File: config.mk
export PLATFORM = sky130hd
export DESIGN_NAME = pe_ctrl
export DESIGN_NICKNAME = d
export VERILOG_FILES = /design/src/rtl/pe_ctrl_pkg.sv /design/src/rtl/pe_edge_cost.sv /design/src/rtl/pe_ctrl.sv
export SDC_FILE = /design/constraint.sdc
export NUM_CORES = 1
export LEC_CHECK = 0
export BUFFER_PORTS_ARGS = -buffer_cell sky130_fd_sc_hd__buf_4
export CAP_MARGIN = 20
export CORE_ASPECT_RATIO = 0.9
export CORE_UTILIZATION = 40
export CTS_CLUSTER_DIAMETER = 120
export CTS_CLUSTER_SIZE = 25
export DETAILED_ROUTE_END_ITERATION = 16
export GPL_TIMING_DRIVEN = 1
export PLACE_DENSITY = 0.72
export SLEW_MARGIN = 20
export SYNTH_ARGS = -nofsm -noshare
export SYNTH_HDL_FRONTEND = slang
export SYNTH_SLANG_ARGS = --single-unit
File: constraint.sdc
create_clock -name clk -period 2.8 [get_ports clk]
set_clock_uncertainty 0.2 [all_clocks]
set_input_delay 0.28 -clock clk [delete_from_list [all_inputs] [get_ports clk]]
set_output_delay 0.28 -clock clk [all_outputs]
set_load 0.02 [all_outputs]
File: src/rtl/pe_ctrl_pkg.sv
// pe_ctrl_pkg: shared definitions for the region-growing processing-element controller.
//   - pe_state_e   : evaluation-loop state encodings (STOP/COST/ROOT/SAVE)
//   - NB_*         : neighbour index constants, order N,E,S,W,NE,SE,SW,NW
//   - NBH_*        : neighborhood selection codes and the matching neighbour masks
package pe_ctrl_pkg;

    typedef enum logic [1:0] {
        STOP_ST = 2'b00,
        COST_ST = 2'b01,
        ROOT_ST = 2'b10,
        SAVE_ST = 2'b11
    } pe_state_e;

    localparam int unsigned NB_COUNT = 8;

    localparam logic [2:0] NB_N  = 3'd0;
    localparam logic [2:0] NB_E  = 3'd1;
    localparam logic [2:0] NB_S  = 3'd2;
    localparam logic [2:0] NB_W  = 3'd3;
    localparam logic [2:0] NB_NE = 3'd4;
    localparam logic [2:0] NB_SE = 3'd5;
    localparam logic [2:0] NB_SW = 3'd6;
    localparam logic [2:0] NB_NW = 3'd7;

    localparam logic NBH_4CONN = 1'b0;
    localparam logic NBH_8CONN = 1'b1;

    localparam logic [7:0] NB_MASK_4CONN = 8'h0F;
    localparam logic [7:0] NB_MASK_8CONN = 8'hFF;

endpackage

File: src/rtl/pe_edge_cost.sv
// pe_edge_cost: combinational candidate cost for one neighbour.
//   cost = sat_ACC_W(nb_acc + edge), edge = |pix_a - pix_b|
// Optional macro PE_CTRL_DIAG_WEIGHT_EN: adds parameter DIAG; when DIAG=1 the edge term
// becomes e + (e >> 1) for diagonal neighbours.
// Ports:
//   pix_a   own pixel intensity
//   pix_b   neighbour pixel intensity
//   nb_acc  neighbour accumulated cost
//   cost    saturated candidate cost
module pe_edge_cost #(
    parameter int unsigned PIX_W = 8,
    parameter int unsigned ACC_W = 12
`ifdef PE_CTRL_DIAG_WEIGHT_EN
    ,
    parameter bit DIAG = 1'b0
`endif
) (
    input  logic [PIX_W-1:0] pix_a,
    input  logic [PIX_W-1:0] pix_b,
    input  logic [ACC_W-1:0] nb_acc,
    output logic [ACC_W-1:0] cost
);

    // Wide enough for the larger operand plus a carry bit.
    localparam int unsigned SUM_W = ((ACC_W > PIX_W + 1) ? ACC_W : PIX_W + 1) + 1;

    logic [PIX_W-1:0] edge_abs;
    logic [PIX_W:0]   edge_term;
    logic [SUM_W-1:0] sum;

    assign edge_abs = (pix_a >= pix_b) ? (pix_a - pix_b) : (pix_b - pix_a);

`ifdef PE_CTRL_DIAG_WEIGHT_EN
    assign edge_term = DIAG ? ({1'b0, edge_abs} + {2'b00, edge_abs[PIX_W-1:1]})
                            : {1'b0, edge_abs};
`else
    assign edge_term = {1'b0, edge_abs};
`endif

    assign sum  = SUM_W'(nb_acc) + SUM_W'(edge_term);
    assign cost = (sum > SUM_W'({ACC_W{1'b1}})) ? {ACC_W{1'b1}} : sum[ACC_W-1:0];

endmodule

File: src/rtl/pe_ctrl.sv
// pe_ctrl: per-pixel controller for shortest-path region growing.
// Loop STOP -> COST -> ROOT -> SAVE -> STOP; a conquest pulse marks the STOP cycle after a
// SAVE that improved the pixel's accumulated cost.
// Optional macro PE_CTRL_DIAG_WEIGHT_EN: diagonal neighbours (4..7) use a 1.5x edge weight.
// Ports:
//   clk, rst_n     clock, asynchronous active-low reset
//   run            1 = active, 0 = synchronous clear
//   neighborhood   0 = 4-connected, 1 = 8-connected
//   seed           pixel is a region root (cost 0)
//   pixel          own intensity
//   nb_valid       per-neighbour transmit flags (N,E,S,W,NE,SE,SW,NW)
//   nb_pixel       packed neighbour intensities
//   nb_acc         packed neighbour accumulated costs
//   state          loop state (STOP=00, COST=01, ROOT=10, SAVE=11)
//   conquest       one-cycle improvement pulse
//   acc_cost       current best accumulated cost
//   root_dir       neighbour index that supplied acc_cost
//   conquered      sticky valid flag for acc_cost
module pe_ctrl
    import pe_ctrl_pkg::*;
#(
    parameter int unsigned PIX_W = 8,
    parameter int unsigned ACC_W = 12
) (
    input  logic                      clk,
    input  logic                      rst_n,
    input  logic                      run,
    input  logic                      neighborhood,
    input  logic                      seed,
    input  logic [PIX_W-1:0]          pixel,
    input  logic [7:0]                nb_valid,
    input  logic [NB_COUNT*PIX_W-1:0] nb_pixel,
    input  logic [NB_COUNT*ACC_W-1:0] nb_acc,
    output logic [1:0]                state,
    output logic                      conquest,
    output logic [ACC_W-1:0]          acc_cost,
    output logic [2:0]                root_dir,
    output logic                      conquered
);

    pe_state_e        state_q, state_d;
    logic [ACC_W-1:0] cand_q, cand_d;
    logic [2:0]       idx_q, idx_d;
    logic             upd_q, upd_d;
    logic [ACC_W-1:0] acc_q, acc_d;
    logic [2:0]       dir_q, dir_d;
    logic             conq_q, conq_d;
    logic             conquest_q, conquest_d;

    logic [7:0]       active;
    logic [ACC_W-1:0] nb_cost [NB_COUNT];
    logic [ACC_W-1:0] min_cost;
    logic [2:0]       min_idx;
    logic             found;

    assign active = nb_valid & ((neighborhood == NBH_8CONN) ? NB_MASK_8CONN : NB_MASK_4CONN);

    for (genvar g = 0; g < NB_COUNT; g++) begin : g_edge
        pe_edge_cost #(
            .PIX_W (PIX_W),
            .ACC_W (ACC_W)
`ifdef PE_CTRL_DIAG_WEIGHT_EN
            ,
            .DIAG  (g >= int'(NB_NE))
`endif
        ) u_edge_cost (
            .pix_a  (pixel),
            .pix_b  (nb_pixel[g*PIX_W +: PIX_W]),
            .nb_acc (nb_acc[g*ACC_W +: ACC_W]),
            .cost   (nb_cost[g])
        );
    end

    // Minimum over active neighbours; strict compare keeps the lowest index on ties.
    always_comb begin
        min_cost = {ACC_W{1'b1}};
        min_idx  = NB_N;
        found    = 1'b0;
        for (int i = 0; i < NB_COUNT; i++) begin
            if (active[i] && (!found || (nb_cost[i] < min_cost))) begin
                min_cost = nb_cost[i];
                min_idx  = 3'(i);
                found    = 1'b1;
            end
        end
    end

    always_comb begin
        state_d    = state_q;
        cand_d     = cand_q;
        idx_d      = idx_q;
        upd_d      = upd_q;
        acc_d      = acc_q;
        dir_d      = dir_q;
        conq_d     = conq_q;
        conquest_d = 1'b0;
        if (!run) begin
            state_d = STOP_ST;
            cand_d  = '0;
            idx_d   = '0;
            upd_d   = 1'b0;
            acc_d   = {ACC_W{1'b1}};
            dir_d   = '0;
            conq_d  = 1'b0;
        end else begin
            unique case (state_q)
                STOP_ST: begin
                    if (seed || (active != 8'h00)) begin
                        state_d = COST_ST;
                    end
                end
                COST_ST: begin
                    cand_d  = seed ? '0 : min_cost;
                    idx_d   = seed ? NB_N : min_idx;
                    state_d = ROOT_ST;
                end
                ROOT_ST: begin
                    upd_d   = !conq_q || (cand_q < acc_q);
                    state_d = SAVE_ST;
                end
                SAVE_ST: begin
                    if (upd_q) begin
                        acc_d      = cand_q;
                        dir_d      = idx_q;
                        conq_d     = 1'b1;
                        conquest_d = 1'b1;
                    end
                    state_d = STOP_ST;
                end
                default: state_d = STOP_ST;
            endcase
        end
    end

    always_ff @(posedge clk or negedge rst_n) begin
        if (!rst_n) begin
            state_q    <= STOP_ST;
            cand_q     <= '0;
            idx_q      <= '0;
            upd_q      <= 1'b0;
            acc_q      <= {ACC_W{1'b1}};
            dir_q      <= '0;
            conq_q     <= 1'b0;
            conquest_q <= 1'b0;
        end else begin
            state_q    <= state_d;
            cand_q     <= cand_d;
            idx_q      <= idx_d;
            upd_q      <= upd_d;
            acc_q      <= acc_d;
            dir_q      <= dir_d;
            conq_q     <= conq_d;
            conquest_q <= conquest_d;
        end
    end

    assign state     = state_q;
    assign conquest  = conquest_q;
    assign acc_cost  = acc_q;
    assign root_dir  = dir_q;
    assign conquered = conq_q;

endmodule

==> metrics.yaml <==
outcome:
  status: "finished with violations"
  violations: "negative setup slack"
clock_tree:
  cts-root-buf: "clkbuf_16"
  clock_latency_ps: 280
  cts_buffers: 5
  cts_tree: "done"
  htreeDepth: 2
  clockBufferDepth: 2
  path_clk_slew_ps: 50
  clkSinkCount: 35
sta:
  max_slew_margin_pct: 56.36
  setup_viol: 15
  slew_viol_final: 0
  rsz0062_at_grt: "true"
  finalCriticalPeriod_ps: 17150
  setup_tns_ps: -214000
  worstMarginPinSlew_ps: 647.7
  fin_crit_sh_pct: 612.6
  max_freq_mhz: 58.30
  hold_slack_ps: 127.1
  finalHoldViolCount: 0
  layout_setup_ws_ps: -14350
grt:
  grt_pass1_wl_um: 83680
  grt_use_met2_pct: 50.33
  grtUsageTotal_pct: 30.24
  grt.busiest_layer: "met2"
  grt_pass1_vias: 16430
  gr-total-overflow: 0
  antenna_found_initial: 8
  grtUsageMet1_pct: 39.68
  grtUsageMet3_pct: 3.286
  grt_max_degree: 36
logic_synthesis:
  synth_fa_ha_area_share_pct: 29.44
  synth_top_family_by_area: "adder cells"
  synth_common_cells: "278 x ha_1, 225 x inv_1, 161 x nand2_1, 139 x a21oi_1, 115 x nor2_1"
  syn_area_per_cell_um2: 7.594
  netlist_instances: 1771
  yosysMostFrequentCell: "ha_1"
  synth-xor-area-share_pct: 6.056
  ys_seq_elements: 35
  ys_top_cells_by_area: "ha_1 26%, inv_1 6.3%, a21oi_1 5.2%"
  syn_nets: 2254
  synth_top_cell_by_area: "ha_1"
  synth_simple_gate_area_share_pct: 16.47
  ys_warn_count: 0
  synth_edf_count: 0
  synthMuxAreaShare_pct: 9.145
  synth_top_area_share_pct: 25.86
  ys_async_sr_fraction_pct: 100.0
  synth_compound_area_share_pct: 24.63
  ys.flop_type: "dfrtp_1"
  ys_seq_area_share_pct: 6.624
  synth_cell_types: 83
  syn_area_mm2: 0.01345
route:
  totalWireLength_um: 54350
  viasPerCell: 5.408
  drt_pass1_iterations: 5
  wl_per_cell_um: 17.70
  dr_total_vias: 16600
  final_antenna_net_count: 0
  drc: 0
  drt_iter0_drc: 1061
worst_hold_path:
  hp-class: "input port to flop"
floorplan:
  row_count: 63
  initial_core_util_pct: 40.72
  dieArea_mm2: 0.03436
  num_io_pins: 200
  core_area_mm2: 0.03303
  die_h_um: 176.0
  fp.dieW_um: 195.3
critical_path:
  crit_path_end_kind: "flop"
  worstPathMaxFanout: 7
  worstPathRequired_ps: 2760
  cp_common_cell: "a21o_1"
  worst-setup-path-type: "input port to flop"
  slowest_stage: "a221o_1"
  startpoint_type: "input port"
  slowest_delay_ps: 360
  worstPathArrival_ps: 17120
layout:
  syn2layout_area_growth_pct: 64.53
  drive_gt1_share_pct: 43.56
  layout.nets: 3122
run:
  cap_violations: 0
power_and_ir_drop:
  power.total_mw: 17.67
  p_leak_nw: 11.62
  power_density_mw_per_mm2: 798.6
  ir_drop_mv: 0.4967
place:
  dp_hpwl_um: 44540
  io_buffers: 199
  gp_congestion: 1.031
## final timing paths
check                           slack (ps)                     from                       to  depth (start not counted)
max in group asynchronous             1780                    rst_n  acc_cost[3]$_DFFE_PN1P_                          2
min in group asynchronous              290                    rst_n  root_dir[1]$_DFFE_PN0P_                          2
worst min-delay path                   130                      run  acc_cost[0]$_DFFE_PN1P_                          2
worst max-delay path                -14350                 pixel[0]    cand_q[9]$_DFFE_PN0P_                         94
worst max register to register          60  acc_cost[1]$_DFFE_PN1P_        upd_q$_DFFE_PN0P_                         13
worst min register to register         300     idx_q[1]$_DFFE_PN0P_     idx_q[1]$_DFFE_PN0P_                          2
## sequential cells by signal, summed over array words and instances (netlist names)
| name | count |
|---|---|
| state | 2 |
| cand_q | 12 |
| acc_cost | 12 |
| root_dir | 3 |
| conquest | 1 |
| conquered | 1 |
| upd_q | 1 |
| idx_q | 3 |
## cell families (layout without fill, tap and decap cells)
group	after synthesis	after routing
other	0	8
AND/OR/NAND/NOR	464	464
XOR/XNOR	93	93
flip-flops	35	35
adder cells (fa/ha/maj)	302	302
multiplexers	115	115
buffers and inverters	263	1132
AO/OA/AOI/OAI	499	499
## through the flow
step                util, %  cell area, um2  setup WS, ps  std cells
floorplan                 -           13840        -13570       1771
global placement      61.28           20240        -14520       2966
detailed placement    61.28           20240        -14960       2966
CTS                   64.94           21450        -13700       3041
global route          67.00           22130        -15210       3070
finish                67.00           22130        -14350       3070
## timing repair
item	4_1_cts	5_1_grt
endpoints found under the hold margin	23	0
setup buffers	66	22
gates resized for setup	99	84
pin swaps	57	74
hold buffers	1	0
endpoints found under the setup margin	16	16
cloned	1	0
## layout make-up
cell class / count / area, um2
Antenna cell: 8 / 20.02
Clock buffer: 6 / 138.9
Clock inverter: 2 / 35.03
Fill cell: 2613 / 10900
Inverter: 225 / 850.8
Multi-Input combinational cell: 1473 / 12770
Sequential cell: 35 / 890.9
Tap cell: 422 / 528.0
Timing Repair Buffer: 899 / 6890
## report_power, final
part           switching [mW]  internal, mW
combinational            7.73          8.63
clock                   0.202         0.442
sequential             0.0728         0.586
total                    8.01          9.66
## layout by cell type, fill, tap and decap left out, types with 9 or more instances in the layout
cell type,netlist,routed
a211oi_1,18,9
a21o_1,53,53
a21oi_1,139,107
a21oi_2,1,27
a31oi_1,18,16
buf_4,0,879
buf_6,5,11
dfrtp_1,23,23
dfstp_2,12,12
fa_1,24,22
ha_1,278,250
ha_4,0,23
inv_1,225,222
mux2_2,42,35
mux2_4,5,13
mux2i_1,67,52
mux2i_4,0,9
nand2_1,161,157
nand2b_1,35,31
nand3_1,35,31
nand4_1,23,23
nor2_1,115,109
nor2b_1,24,23
nor3_1,20,18
o211ai_1,29,29
o21a_1,28,28
o21ai_0,70,51
o21ai_1,24,29
o21ai_2,0,11
o21bai_1,12,12
or2_2,9,9
xnor2_1,71,67
xor2_1,22,21
## per-layer routing
layer / wire (um) / vias up / share of wire, %
li1: - / 8066 / -
met1: 24080 / 7789 / 44
met2: 24460 / 598 / 45
met3: 3230 / 150 / 5.9
met4: 2573 / 0 / 4.7
met5: 0 / - / 0
## critical path: cells and delay by family
family	cells	cell delay, ps
xor+xnor	1	80
compound gates	43	8190
buf+inv	15	1830
fa+ha+maj	10	2490
mux	5	1400
simple gates	20	2810
No activity file was read; power rests on OpenSTA's default activity.
